===== src/rtl/cam_capture.sv =====
// DVP camera byte-to-pixel capture: registers the sensor bus, packs RGB565 byte pairs,
// suppresses output for the first FRAME_SKIP frames and flags line/frame size errors.
module cam_capture #(
    parameter int FRAME_SKIP = 10,
    parameter int H_PIX      = 1024,
    parameter int V_LINES    = 768
) (
    input  logic        sys_clk,
    input  logic        sys_rst_n,
    input  logic        cam_vsync,
    input  logic        cam_href,
    input  logic [7:0]  cam_din,
    output logic        pre_wr_en,
    output logic        pre_vs,
    output logic        pre_hs,
    output logic [15:0] cam_data,
    output logic        frame_valid,
    output logic        err_line,
    output logic        err_frame
);

    localparam int FC_W = (FRAME_SKIP > 0) ? $clog2(FRAME_SKIP + 1) : 1;
    localparam logic [FC_W-1:0] FC_MAX    = FC_W'(FRAME_SKIP);
    localparam logic [11:0]     H_PIX_C   = 12'(H_PIX);
    localparam logic [10:0]     V_LINES_C = 11'(V_LINES);

    logic            vsync_p1, href_p1;
    logic [7:0]      din_p1;
    logic            vsync_p2, href_p2;
    logic            vs_rise, hs_fall;
    logic [FC_W-1:0] frame_cnt;
    logic            bf;
    logic [7:0]      high_byte;
    logic [11:0]     pix_cnt;
    logic [10:0]     line_cnt;

    function automatic logic [11:0] sat_inc12(input logic [11:0] v);
        return (&v) ? v : v + 12'd1;
    endfunction

    function automatic logic [10:0] sat_inc11(input logic [10:0] v);
        return (&v) ? v : v + 11'd1;
    endfunction

    // S1: input registers; S2: previous S1 sync values for edge detection
    always_ff @(posedge sys_clk or negedge sys_rst_n) begin
        if (!sys_rst_n) begin
            vsync_p1 <= 1'b0;
            href_p1  <= 1'b0;
            din_p1   <= 8'd0;
            vsync_p2 <= 1'b0;
            href_p2  <= 1'b0;
        end else begin
            vsync_p1 <= cam_vsync;
            href_p1  <= cam_href;
            din_p1   <= cam_din;
            vsync_p2 <= vsync_p1;
            href_p2  <= href_p1;
        end
    end

    always_comb begin
        vs_rise = vsync_p1 & ~vsync_p2;
        hs_fall = ~href_p1 & href_p2;
    end

    // Frame_valid is only reached through vs_rise, so a partial first frame never counts
    always_ff @(posedge sys_clk or negedge sys_rst_n) begin
        if (!sys_rst_n) begin
            frame_cnt   <= '0;
            frame_valid <= 1'b0;
        end else if (vs_rise) begin
            if (frame_cnt < FC_MAX)
                frame_cnt <= frame_cnt + FC_W'(1);
            else
                frame_valid <= 1'b1;
        end
    end

    // Output stage: byte packing, strobe and sync outputs, all two edges after the pins
    always_ff @(posedge sys_clk or negedge sys_rst_n) begin
        if (!sys_rst_n) begin
            bf        <= 1'b0;
            high_byte <= 8'd0;
            cam_data  <= 16'd0;
            pre_wr_en <= 1'b0;
            pre_vs    <= 1'b0;
            pre_hs    <= 1'b0;
            pix_cnt   <= 12'd0;
        end else begin
            pre_wr_en <= 1'b0;
            pre_vs    <= vsync_p1 & frame_valid;
            pre_hs    <= href_p1 & frame_valid;
            if (href_p1) begin
                bf <= ~bf;
                if (!bf) begin
                    high_byte <= din_p1;
                end else begin
                    cam_data  <= {high_byte, din_p1};
                    pre_wr_en <= frame_valid;
                    pix_cnt   <= sat_inc12(pix_cnt);
                end
            end else begin
                // An odd trailing byte is simply abandoned here
                bf <= 1'b0;
            end
            if (hs_fall)
                pix_cnt <= 12'd0;
        end
    end

    always_ff @(posedge sys_clk or negedge sys_rst_n) begin
        if (!sys_rst_n) begin
            line_cnt  <= 11'd0;
            err_line  <= 1'b0;
            err_frame <= 1'b0;
        end else begin
            err_frame <= 1'b0;
            if (vs_rise) begin
                line_cnt <= 11'd0;
                err_line <= 1'b0;
                if (frame_valid && line_cnt != V_LINES_C)
                    err_frame <= 1'b1;
            end else if (hs_fall) begin
                line_cnt <= sat_inc11(line_cnt);
                if (frame_valid && pix_cnt != H_PIX_C)
                    err_line <= 1'b1;
            end
        end
    end

endmodule


===== config.mk =====
export PLATFORM = sky130hd
export DESIGN_NAME = cam_capture
export DESIGN_NICKNAME = d
export VERILOG_FILES = /design/src/rtl/cam_capture.sv
export SDC_FILE = /design/constraint.sdc
export NUM_CORES = 1
export LEC_CHECK = 0
export CORE_ASPECT_RATIO = 0.7
export CORE_MARGIN = 3
export CORE_UTILIZATION = 58
export CTS_BUF_LIST = sky130_fd_sc_hd__clkbuf_2
export DETAILED_ROUTE_END_ITERATION = 7
export GPL_TIMING_DRIVEN = 0
export MAX_ROUTING_LAYER = met4
export PLACE_DENSITY_LB_ADDON = 0.12
export SLEW_MARGIN = 20
export SYNTH_ARGS = -nofsm -noshare
export SYNTH_HDL_FRONTEND = slang
export SYNTH_SLANG_ARGS = --single-unit

===== constraint.sdc =====
create_clock -name sys_clk -period 2 [get_ports sys_clk]
set_input_delay 0.4 -clock sys_clk [delete_from_list [all_inputs] [get_ports sys_clk]]
set_output_delay 0.4 -clock sys_clk [all_outputs]
set_load 0.01 [all_outputs]

* Word level (Yosys, flattened, before mapping)
Cells that the tools add are included.
** Word-level totals
- Register bits after elaboration :: 70
- Bits of input ports :: 12
- Output and inout bits :: 22
** Cells by class
- $add $sub $neg :: 3
- Magnitude comparators :: 1
- Eq/ne operators :: 4
- Mux-type cells :: 15
- Bitwise operators :: 8
- Reduce and logical (&&, ||, !) cells :: 15
** Operator list (count)
- 12-bit two-way mux :: 4
- 11-bit two-way mux :: 3
- 12-bit by 1-bit adder with 12-bit output, second input constant :: 1
- 12-bit by 11-bit != test with 1-bit output, second input constant :: 1
- 12-bit AND reduction :: 1
- 2-bit AND reduction :: 6
- 11-bit by 1-bit adder with 11-bit output, second input constant :: 1
- 11-bit by 10-bit != test with 1-bit output, second input constant :: 1
- 11-bit AND reduction :: 1
- 1-bit two-way mux :: 8
- 2-bit nonzero test :: 4
- 4-bit by 1-bit adder with 4-bit output, second input constant :: 1
- 1-bit bitwise AND :: 4
- 4-bit < comparator, second input constant :: 1
- 2-bit != test, second input constant :: 2
- 1-bit NOT :: 4
- 3-bit AND reduction :: 1
- 1-bit logical AND :: 2

* Logic depth before layout (Yosys ltp)
Gate-level depths: netlist (run 1).
- Depth in word-level cells :: 5
- Gate-level depth with buffers :: 6

* Worst setup path before layout (run 1)
OpenSTA, ideal clock, no wires.
- Path type :: flip-flop to flip-flop
- From :: register pix_cnt[0]
- To :: register pix_cnt[9]
- Library setup time :: 126 ps
- Arrival time :: 1496 ps
- Setup slack :: 378 ps
- Cell stages (with the launch flop) :: 6
- Path buffers :: 0
- Clock period less this slack :: 1622 ps
- Cells stage by stage :: dfrtp_1 ha_1 nand4_1 o31ai_4 nor3_1 a311o_1
** On the way
- Longest elaborated chain between the ends :: 5
- Elaborated cells between the ends (all ways) :: 8
- Classes of those cells :: add/sub (1); eq/ne (1); mux (4); reduce/logical (2)
** Ends and longest elaborated chain
- from (decl) :: RTL line 34 : logic [11:0] pix_cnt;
- from (signal assigned) :: RTL line 101 : pix_cnt <= sat_inc12(pix_cnt);
- 12-bit by 1-bit adder with 12-bit output :: RTL line 38 : return (&v) ? v : v + 12'd1;
- 12-bit two-way mux :: RTL line 38
- 12-bit two-way mux :: RTL line 96 : if (!bf) begin
- 12-bit two-way mux :: RTL line 94 : if (href_p1) begin
- 12-bit two-way mux :: RTL line 107 : if (hs_fall)
Parallel ways exist; a longest one is shown, timed or not. The select of a mux whose other input is x is not followed.
A chain may end at the register's enable or synchronous reset.

* Final worst setup path (run 1)
- From :: register cam_data[0]
- To :: output port cam_data[0]
** RTL lines
- from (decl) :: RTL line 16 : output logic [15:0] cam_data,
- from (signal assigned) :: RTL line 99 : cam_data <= {high_byte, din_p1};
No word-level cell between the ends.

==> impl_metrics.ini, run 1 <==
[synthesis]
ys_top_cells_by_count = 70 x dfrtp_1, 24 x mux2_2, 17 x nand2_1, 12 x o21ai_0
syn_area_um2 = 2993
synth.area.top_cells = dfrtp_1 59%, mux2_2 9.0%, nand2_1 2.1%
yosysTopAreaCellShare = 0.5853
synth_nets = 263
async_flop_share = 1.000
synth_edf_count = 0
synth_most_common_cell = dfrtp_1
ys_seq_area_frac = 0.5853
synth-warning-count = 0
synth-seq-cells = 70
synth_top_flop_cell = dfrtp_1
synth_area_leader_cell = dfrtp_1
synth_cells = 246
syn_area_per_cell_um2 = 12.17
synth_cell_type_count = 43

[die]
dieArea_um2 = 6072
rows = 21
die_h_um = 66.10
die_x_um = 91.86
num_io_pins = 34
start_util = 0.6124
core_um2 = 4887

[pwr]
leakagePower_nw = 1.492
power.density_cell_area_nw_per_um2 = 871.3
vdd_drop_max_mv = 0.7808
finalPower_mw = 3.093

[timing]
slew_viol_final = 0
finalClockSkew_ns = 0.01779
finalCriticalPeriod_ns = 1.884
max_freq_mhz = 530.7
tns_ns = 0
hold_violations = 0
rsz0062_at_grt = no
slew_headroom = 0.6082
worst_slew_pin_slew_ns = 0.5877
fin_crit_sh = 0.9422
setup_viol = 0
setup_ws_ns = 0.1157

[grt]
grt_overflow = 0
antenna_found_initial = 0
grt_pass1_wl_um = 9411
grt_max_degree = 39
grtUsageTotal = 0.2085
grt_pass1_vias = 1983

[critical_path]
cp_num_cells = 1
crit_path_max_fanout = 2
path_buf_inv = 1
critPathArrivalTime_ns = 1.48
worst-r2r-cell-count = 5
cp_top_family = buffers and inverters
crit_path_start = cam_data[0]
critPathCapture = cam_data[0]
start_kind = flop
critical_path.reg2reg.startpoint = pix_cnt[1]
r2r_slack_ns = 0.12
worst_ep_required_time_ns = 1.60
path_class = reg -> out
cp_slowest_cell = clkdlybuf4s50_1
cp-end-kind = primary output
r2r-end = pix_cnt[9]
cp_cell_sequence = clkdlybuf4s50_1
cpPeakStageDelay_ns = 0.56

[layout]
synthToLayoutAreaGrowth_pct = 18.60
n_antenna_cell = 0
layout.nets = 311
fin_util = 0.7263
layoutNonFillerInstCount = 368
drive_gt1_frac = 0.1906

[drt]
wl_per_cell_um = 15.03
first_pass_iters = 5
final_antenna_net_count = 0
initialDrtViolationCount = 176
vias_per_cell = 5.717
dr_total_vias = 2104
drc = 0
routed_wl_um = 5531

[outcome]
outcome = complete, no violations

[cts]
cts_tree = built
cts_buffer_depth = 2
htree_levels = 3
clock_latency_ns = 0.50
cts.root.buffer_cell = clkbuf_2
numCtsBuffers = 9
clk_pin_slew_ns = 0.20
clock_sinks = 70

[placement]
hpwl_um = 3936
dp_slack_ns = 0.1380
place_congestion = 0.9047
io_buffers = 33
place_inst = 349

[worst_hold_path]
min_path_type = in -> reg

[flow_run]
cap_violations = 0
where the power goes:
group / internal, mW / switching [mW] / total, mW
Sequential: 1.61 / 0.147 / 1.76
Clock: 0.165 / 0.516 / 0.681
Combinational: 0.380 / 0.273 / 0.653
Total: 2.16 / 0.937 / 3.09
layout make-up:
| class | instances | area (um^2) |
|---|---|---|
| Clock inverter | 7 | 50.05 |
| Multi-Input combinational cell | 156 | 1144 |
| Timing Repair Buffer | 37 | 372.9 |
| Clock buffer | 9 | 45.04 |
| Fill cell | 375 | 1338 |
| Tap cell | 69 | 86.33 |
| Sequential cell | 70 | 1754 |
| Inverter | 11 | 41.29 |
| Buffer | 9 | 56.30 |
sequential cells by signal, indices dropped and copies added, names as in the netlist:
| signal | flops |
|---|---|
| err_line | 1 |
| vsync_p2 | 1 |
| frame_cnt | 4 |
| href_p2 | 1 |
| pre_wr_en | 1 |
| pre_vs | 1 |
| cam_data | 16 |
| frame_valid | 1 |
| line_cnt | 11 |
| pre_hs | 1 |
| high_byte | 8 |
| err_frame | 1 |
| bf | 1 |
| vsync_p1 | 1 |
| href_p1 | 1 |
| pix_cnt | 12 |
| din_p1 | 8 |
cells in the final DEF, fill, tap and decap left out, drive strengths merged, types with 2 or more instances in the layout:
cell            n
nor2            5
nor4b           2
ha              5
mux2           24
or4             3
o211ai          4
nor2b           2
a41o            2
o21a            3
and4            2
o21ai          12
inv            12
nand2b          3
nor3            3
clkdlybuf4s50  32
clkinv          4
clkinvlp        2
and3            5
or3             5
clkbuf         12
a31oi           2
nand2          17
buf            10
a21oi          10
dfrtp          70
o31ai           6
nand4           8
and2            4
nor4            6
nand3          12
cells by family after synthesis:
kind of cell,after synthesis,share of synthesized area
AOI/OAI and AO/OA,46,0.1129
xor gates and xnor gates,2,0.005854
adders and majority gates,5,0.02090
buffers and inverters,20,0.03261
DFF,70,0.5853
muxes,24,0.09030
and+or+nand+nor,79,0.1522
per-stage QoR:
| step | hold slack, ns | area (um^2) |
|---|---|---|
| after global placement | 0.3927 | 3410 |
| after global routing | 0.2490 | 3550 |
| after detailed placement | 0.3671 | 3427 |
| after floorplan | 0.1044 | 2993 |
| after CTS | 0.2693 | 3533 |
| final | 0.2976 | 3550 |
routing by layer:
layer	track usage	vias up	wire [um]	part of all wire
li1	-	1007	-	-
met1	0.2929	1026	2763	0.50
met2	0.2927	61	2353	0.43
met4	0.06296	0	67	0.012
met5	-	-	0	0
met3	0.06598	10	347	0.063
timing repair:
item / 4_1_cts / 5_1_grt
buffers inserted: 0 / 2
hold endpoints to repair: 32 / 0
pin swaps: 0 / 1
setup endpoints to repair: 1 / 4
hold buffers: 1 / 0
resized for setup: 1 / 1
worst min path at each step:
stage	startpoint	endpoint	slack, ns	cells after the start
3_5_place_dp	sys_rst_n	line_cnt[5]	0.37	1
2_1_floorplan	sys_rst_n	bf	0.10	0
3_3_place_gp	vsync_p1	vsync_p2	0.39	0
4_1_cts	cam_din[6]	din_p1[6]	0.27	1
6_report	cam_vsync	vsync_p1	0.30	1
5_1_grt	cam_din[7]	din_p1[7]	0.25	1
(Power assumes the default switching activity.)
==> run 2: changes to the inputs <==
Settings changed: CORE_UTILIZATION 58 to 55, CTS_BUF_LIST sky130_fd_sc_hd__clkbuf_2 to sky130_fd_sc_hd__clkbuf_16, TNS_END_PERCENT from default to 5.
==> run 2 against run 1 <==
Effect of this change:
- core utilization is 2.7 points higher
- worst hold slack gained 0.14 ns
- critical path depth is 5 higher
- die area rose by 5.0%
==> impl_metrics.ini, run 2 (synthesis results as in run 1) <==
[grt]
grt_pass1_vias = 1988
grt_pass1_wl_um = 10070
grtUsageTotal = 0.2220
met3_usage = 0.06793
use_met2 = 0.3065
use_met1 = 0.3076
grt.busiest_layer = met1
grt_max_degree = 57
grt_overflow = 0
antenna_found_initial = 0

[pwr]
switching_share = 0.2427
pwr-share-seq = 0.436
p_switching_mw = 0.9839
power.density_cell_area_nw_per_um2 = 1072
comb_power_share = 0.157
finalPower_mw = 4.054
intPower_mw = 3.070
pwr-share-clk = 0.408
vdd_drop_max_mv = 0.6989
leakagePower_nw = 1.604

[cts]
clock_latency_ns = 0.33
cts_tree = built
htree_levels = 3
cts_buffer_depth = 2
clock_sinks = 70
cts.root.buffer_cell = clkbuf_16
numCtsBuffers = 9
clk_pin_slew_ns = 0.05

[drt]
initialDrtViolationCount = 153
wl_per_cell_um = 16.26
drc = 0
dr_total_vias = 2108
vias_per_cell = 5.713
first_pass_iters = 4
final_antenna_net_count = 0
routed_wl_um = 5999

[layout]
synthToLayoutAreaGrowth_pct = 26.38
multi_input_area_um2 = 1144
design_area_um2 = 3782
seqCellArea_um2 = 1752
final_common_cell = dfrtp_1
layoutNonFillerInstCount = 369
layout.nets = 312
final_cell_mix = 70 x dfrtp_1, 32 x clkdlybuf4s50_1, 24 x mux2_2, 17 x nand2_1
top_regs = cam_data (16), pix_cnt (12), line_cnt (11)
largest_reg_flops = 16
top_register = cam_data
n_fill_cell = 315
n_antenna_cell = 0
drive_gt1_frac = 0.1833

[timing]
hold_violations = 0
max_freq_mhz = 533.0
finalClockSkew_ns = 0.005770
finalCriticalPeriod_ns = 1.876
setup_viol = 0
fin_crit_sh = 0.9381
slew_viol_final = 0
worst_slew_pin_slew_ns = 0.5620
slew_headroom = 0.6253

[worst_hold_path]
hold_start = vsync_p1
min_path_type = reg -> reg

[placement]
place_congestion = 0.8691
hpwl_um = 3977
post_dp_cell_area_um2 = 3435
place_inst = 349
io_buffers = 33

[die]
rows = 21
start_util = 0.5964
core_um2 = 5019
num_io_pins = 34
die_h_um = 67.72
die_x_um = 94.17
dieArea_um2 = 6377

[critical_path]
crit_path_start = pix_cnt[0]
crit_path_max_fanout = 6
start_kind = flop
path_class = reg -> reg
critPathArrivalTime_ns = 2.13
cp-end-kind = flop
critical_path.reg2reg.startpoint = pix_cnt[0]
worst_ep_required_time_ns = 2.25

[outcome]
outcome = complete, no violations

[flow_run]
cap_violations = 0
run 2: changes by cell type in the layout (fill, tap and decap cells not counted), sizes merged:
cell and change:
clkinvlp -2, bufinv +2, buf +1
run 2: worst paths after layout:
| path | end | slack [ns] | cells past startpoint |
|---|---|---|---|
| hold / removal | vsync_p2 | 0.44 | 0 |
| max in group asynchronous | bf | 1.00 | 3 |
| setup reg to reg | pix_cnt[7] | 0.12 | 6 |
| setup / recovery | pix_cnt[7] | 0.12 | 6 |
| min in group asynchronous | line_cnt[2] | 0.48 | 2 |
| hold reg to reg | vsync_p2 | 0.44 | 0 |
run 2: final cells by class:
type,instances,share of cell area
flip-flops and latches,70,0.4631
clock inverters,7,0.02382
repair buffers,38,0.1025
clock buffers,9,0.05954
multi-input cells,156,0.3023
well taps,69,0.02282
inverters,11,0.01092
plain buffers,9,0.01489
run 2: critical path: stages (launching register included):
cell and delay [ns]:
dfrtp_1 0.43, ha_1 0.26, nand4_1 0.18, o31ai_4 0.13, buf_4 0.17, or4_1 0.48
a21oi_1 0.16
run 2: per-layer routing:
| metal | wire length (um) | up-vias |
|---|---|---|
| li1 | - | 1007 |
| met1 | 2936 | 1030 |
| met2 | 2680 | 60 |
| met3 | 291 | 11 |
| met4 | 91 | 0 |
| met5 | 0 | - |
run 2: what timing repair did:
| item | CTS | global route |
|---|---|---|
| setup endpoints to repair | 0 | 3 |
| resized for setup | 0 | 0 |
| buffers inserted | 0 | 3 |
| endpoints found under the hold margin | 14 | 0 |
| hold buffers | 1 | 0 |
run 2: through the flow:
step             TNS, ns  hold WS (ns)    util  setup slack, ns
2_1_floorplan          0        0.1044       -           0.3776
3_3_place_gp     -122.12        0.4112  0.6794           -1.750
3_5_place_dp           0        0.2760  0.6844           0.1378
4_1_cts                0        0.4319  0.7492          0.03912
5_1_grt        -0.009063        0.4534  0.7537        -0.009063
6_report               0        0.4363  0.7537           0.1237
run 2: power groups by stage:
stage                     sequential (mW)  combinational [mW]  clock (mW)
after floorplan                      1.80               0.264           0
after global placement               1.78               0.616           0
after detailed placement             1.79               0.636           0
after CTS                            1.77               0.642        1.69
after global routing                 1.80               0.702        1.76
final                                1.77               0.635        1.65
==> run 3: changes to the inputs <==
Settings changed: ABC_AREA from default to 1, ABC_CLOCK_PERIOD_IN_PS from default to 2000, CORE_ASPECT_RATIO 0.7 to 1.2, CORE_UTILIZATION 55 to 56.
==> run 3 against run 2 <==
Effect of this change:
- the run now ends with hold timing left
- clock power is 6% higher
- die area is 3.4% higher
- critical path type is now reg -> out
- critical endpoint is now frame_valid
- worst hold slack worse by 0.44 ns
- cell area is 3.7% higher
- largest cell class unchanged
==> impl_metrics.ini, run 3 <==
[outcome]
outcome = complete, but fails checks
violations = hold timing

[cts]
cts_resized = 0
cts_tree = built
numCtsBuffers = 9
cts_buffer_depth = 2
htree_levels = 3
clock_sinks = 70
cts.root.buffer_cell = clkbuf_16
cts_hold_buf = 0
clock_latency_ns = 0.33
cts_setup_buffers = 0
clk_pin_slew_ns = 0.06

[critical_path]
cp-end-kind = primary output
cp_slowest_cell = clkdlybuf4s50_1
path_buf_inv = 1
worst-r2r-cell-count = 8
worst_ep_required_time_ns = 1.60
path_class = reg -> out
cp_top_family = buffers and inverters
cp_num_cells = 1
critPathArrivalTime_ns = 1.30
cp_cell_sequence = clkdlybuf4s50_1
crit_path_max_fanout = 4
cpPeakStageDelay_ns = 0.56
start_kind = flop

[die]
num_io_pins = 34
rows = 29
dieArea_um2 = 6597
die_h_um = 88.38
start_util = 0.5897
core_um2 = 5370
die_x_um = 74.65

[synthesis]
synth_most_common_cell = nand2_1
ys_seq_area_frac = 0.5531
synth_xor_area_frac = 0.01106
synth_edf_count = 0
synthAdderAreaFrac = 0.01976
synthSimpleGateAreaFrac = 0.2833
synth_cells = 368
synthMuxAreaShare = 0.006717
yosysTopAreaCellShare = 0.5531
async_flop_share = 1.000
synth_area_leader_cell = dfrtp_1
ys_top_cells_by_count = 120 x nand2_1, 70 x dfrtp_1, 39 x inv_1, 31 x nor2_1, 23 x nand3_1
synth_top_flop_cell = dfrtp_1
synth_compound_area_frac = 0.06914
syn_area_um2 = 3167
synth-seq-cells = 70
synth.area.top_cells = dfrtp_1 55%, nand2_1 14%, inv_1 4.6%
synth-warning-count = 0
synth_nets = 385
syn_area_per_cell_um2 = 8.605
synth_top_family_by_area = simple AND/OR/NAND/NOR gates
synth_cell_type_count = 28

[placement]
place_congestion = 0.8740
dp_slack_ns = 0.4971
hpwl_um = 4422
io_buffers = 33
post_dp_cell_area_um2 = 3592

[pwr]
finalPower_mw = 4.074
power.density_cell_area_nw_per_um2 = 1039
leakagePower_nw = 1.890
vdd_drop_max_mv = 0.6442

[drt]
vias_per_cell = 5.292
first_pass_iters = 4
dr_total_vias = 2540
drc = 0
wl_per_cell_um = 13.84
initialDrtViolationCount = 127
routed_wl_um = 6641
final_antenna_net_count = 0

[layout]
design_area_um2 = 3921
largest_reg_flops = 16
top_regs = cam_data (16), pix_cnt (12), line_cnt (11)
final_cell_mix = 120 x nand2_1, 70 x dfrtp_1, 39 x inv_1, 32 x clkdlybuf4s50_1, 31 x nor2_1
top_register = cam_data
fin_util = 0.7302
final_common_cell = nand2_1
layout.nets = 430
n_antenna_cell = 0
synthToLayoutAreaGrowth_pct = 23.82
drive_gt1_frac = 0.09809
n_fill_cell = 436

[timing]
slew_headroom = 0.6728
finalCriticalPeriod_ns = 1.701
rsz0062_at_grt = no
setup_ws_ns = 0.2990
hold_violations = 22
slew_viol_final = 0
finalHoldWorstSlack_ns = -0.007755
max_freq_mhz = 587.9
setup_viol = 0
finalClockSkew_ns = 0.005358
fin_crit_sh = 0.8505
worst_slew_pin_slew_ns = 0.4907

[grt]
grt_pass1_vias = 2542
grt_overflow = 0
grt_max_degree = 42
antenna_found_initial = 0
grtUsageTotal = 0.2345
grt_pass1_wl_um = 11320

[flow_run]
cap_violations = 0

[worst_hold_path]
min_path_type = in -> async
[run 3: changes by cell type after synthesis, sizes merged, moves of 4 or more]
| cell | delta |
|---|---|
| nand2 | +108 |
| nor2 | +34 |
| inv | +31 |
| mux2 | -23 |
| o21ai | +17 |
| nand3 | +13 |
| nor4 | -6 |
| o31ai | -6 |
| and3 | -5 |
| or3 | -5 |
| and2 | -4 |
| o211ai | -4 |
[run 3: layout make-up]
class	count	area, um^2	area share
clock inverters	7	103.9	0.02648
well taps	62	77.57	0.01978
flip-flops and latches	70	1752	0.4467
multi-input cells	251	1235	0.3149
clock buffers	9	225.2	0.05743
plain buffers	5	22.52	0.005743
repair buffers	34	347.8	0.08870
inverters	42	157.7	0.04020
[run 3: metal layers]
layer  track usage  part of all wire
met1        0.2859              0.43
met2        0.3709              0.50
met3       0.04545             0.038
met4        0.1165             0.028
met5             -                 0
[run 3: logic make-up after synthesis]
kind of cell,after synthesis
multiplexers,2
flip-flops,70
adder cells (fa/ha/maj),5
AND/OR/NAND/NOR,200
buffers and inverters,47
AO/OA/AOI/OAI,40
XOR/XNOR,4
[run 3: final timing paths]
check / start / to / slack, ns
max in group asynchronous: sys_rst_n / din_p1[1] / 1.48
worst min register to register: vsync_p1 / vsync_p2 / 0.40
worst max register to register: pix_cnt[1] / pix_cnt[3] / 0.46
worst min-delay path: sys_rst_n / pix_cnt[8] / -0.008
worst max-delay path: frame_valid / frame_valid / 0.30
min in group sys_clk: vsync_p1 / vsync_p2 / 0.40
[run 3: worst reg2reg max path: stages, from the launching register on]
cell and delay, ns:
dfrtp_1 0.38, ha_1 0.27, nand2_2 0.10, nor2_2 0.18, nand3_2 0.12, nand2_4 0.14, nand2_4 0.11, nand2_1 0.07
o21ai_1 0.06
[run 3: report_power, final]
part	internal (mW)	total [mW]	switching [mW]
clock network	1.11	1.75	0.646
registers	1.60	1.73	0.130
logic	0.293	0.592	0.299
[run 3: per-stage QoR]
step / cells / hold WS [ns] / setup TNS (ns)
after floorplan: 368 / 0.1044 / 0
after global placement: 463 / 0.3859 / -124.68
after detailed placement: 464 / 0.3578 / 0
after CTS: 480 / 0.008721 / 0
after global routing: 480 / 0.02314 / 0
final: 480 / -0.007755 / 0
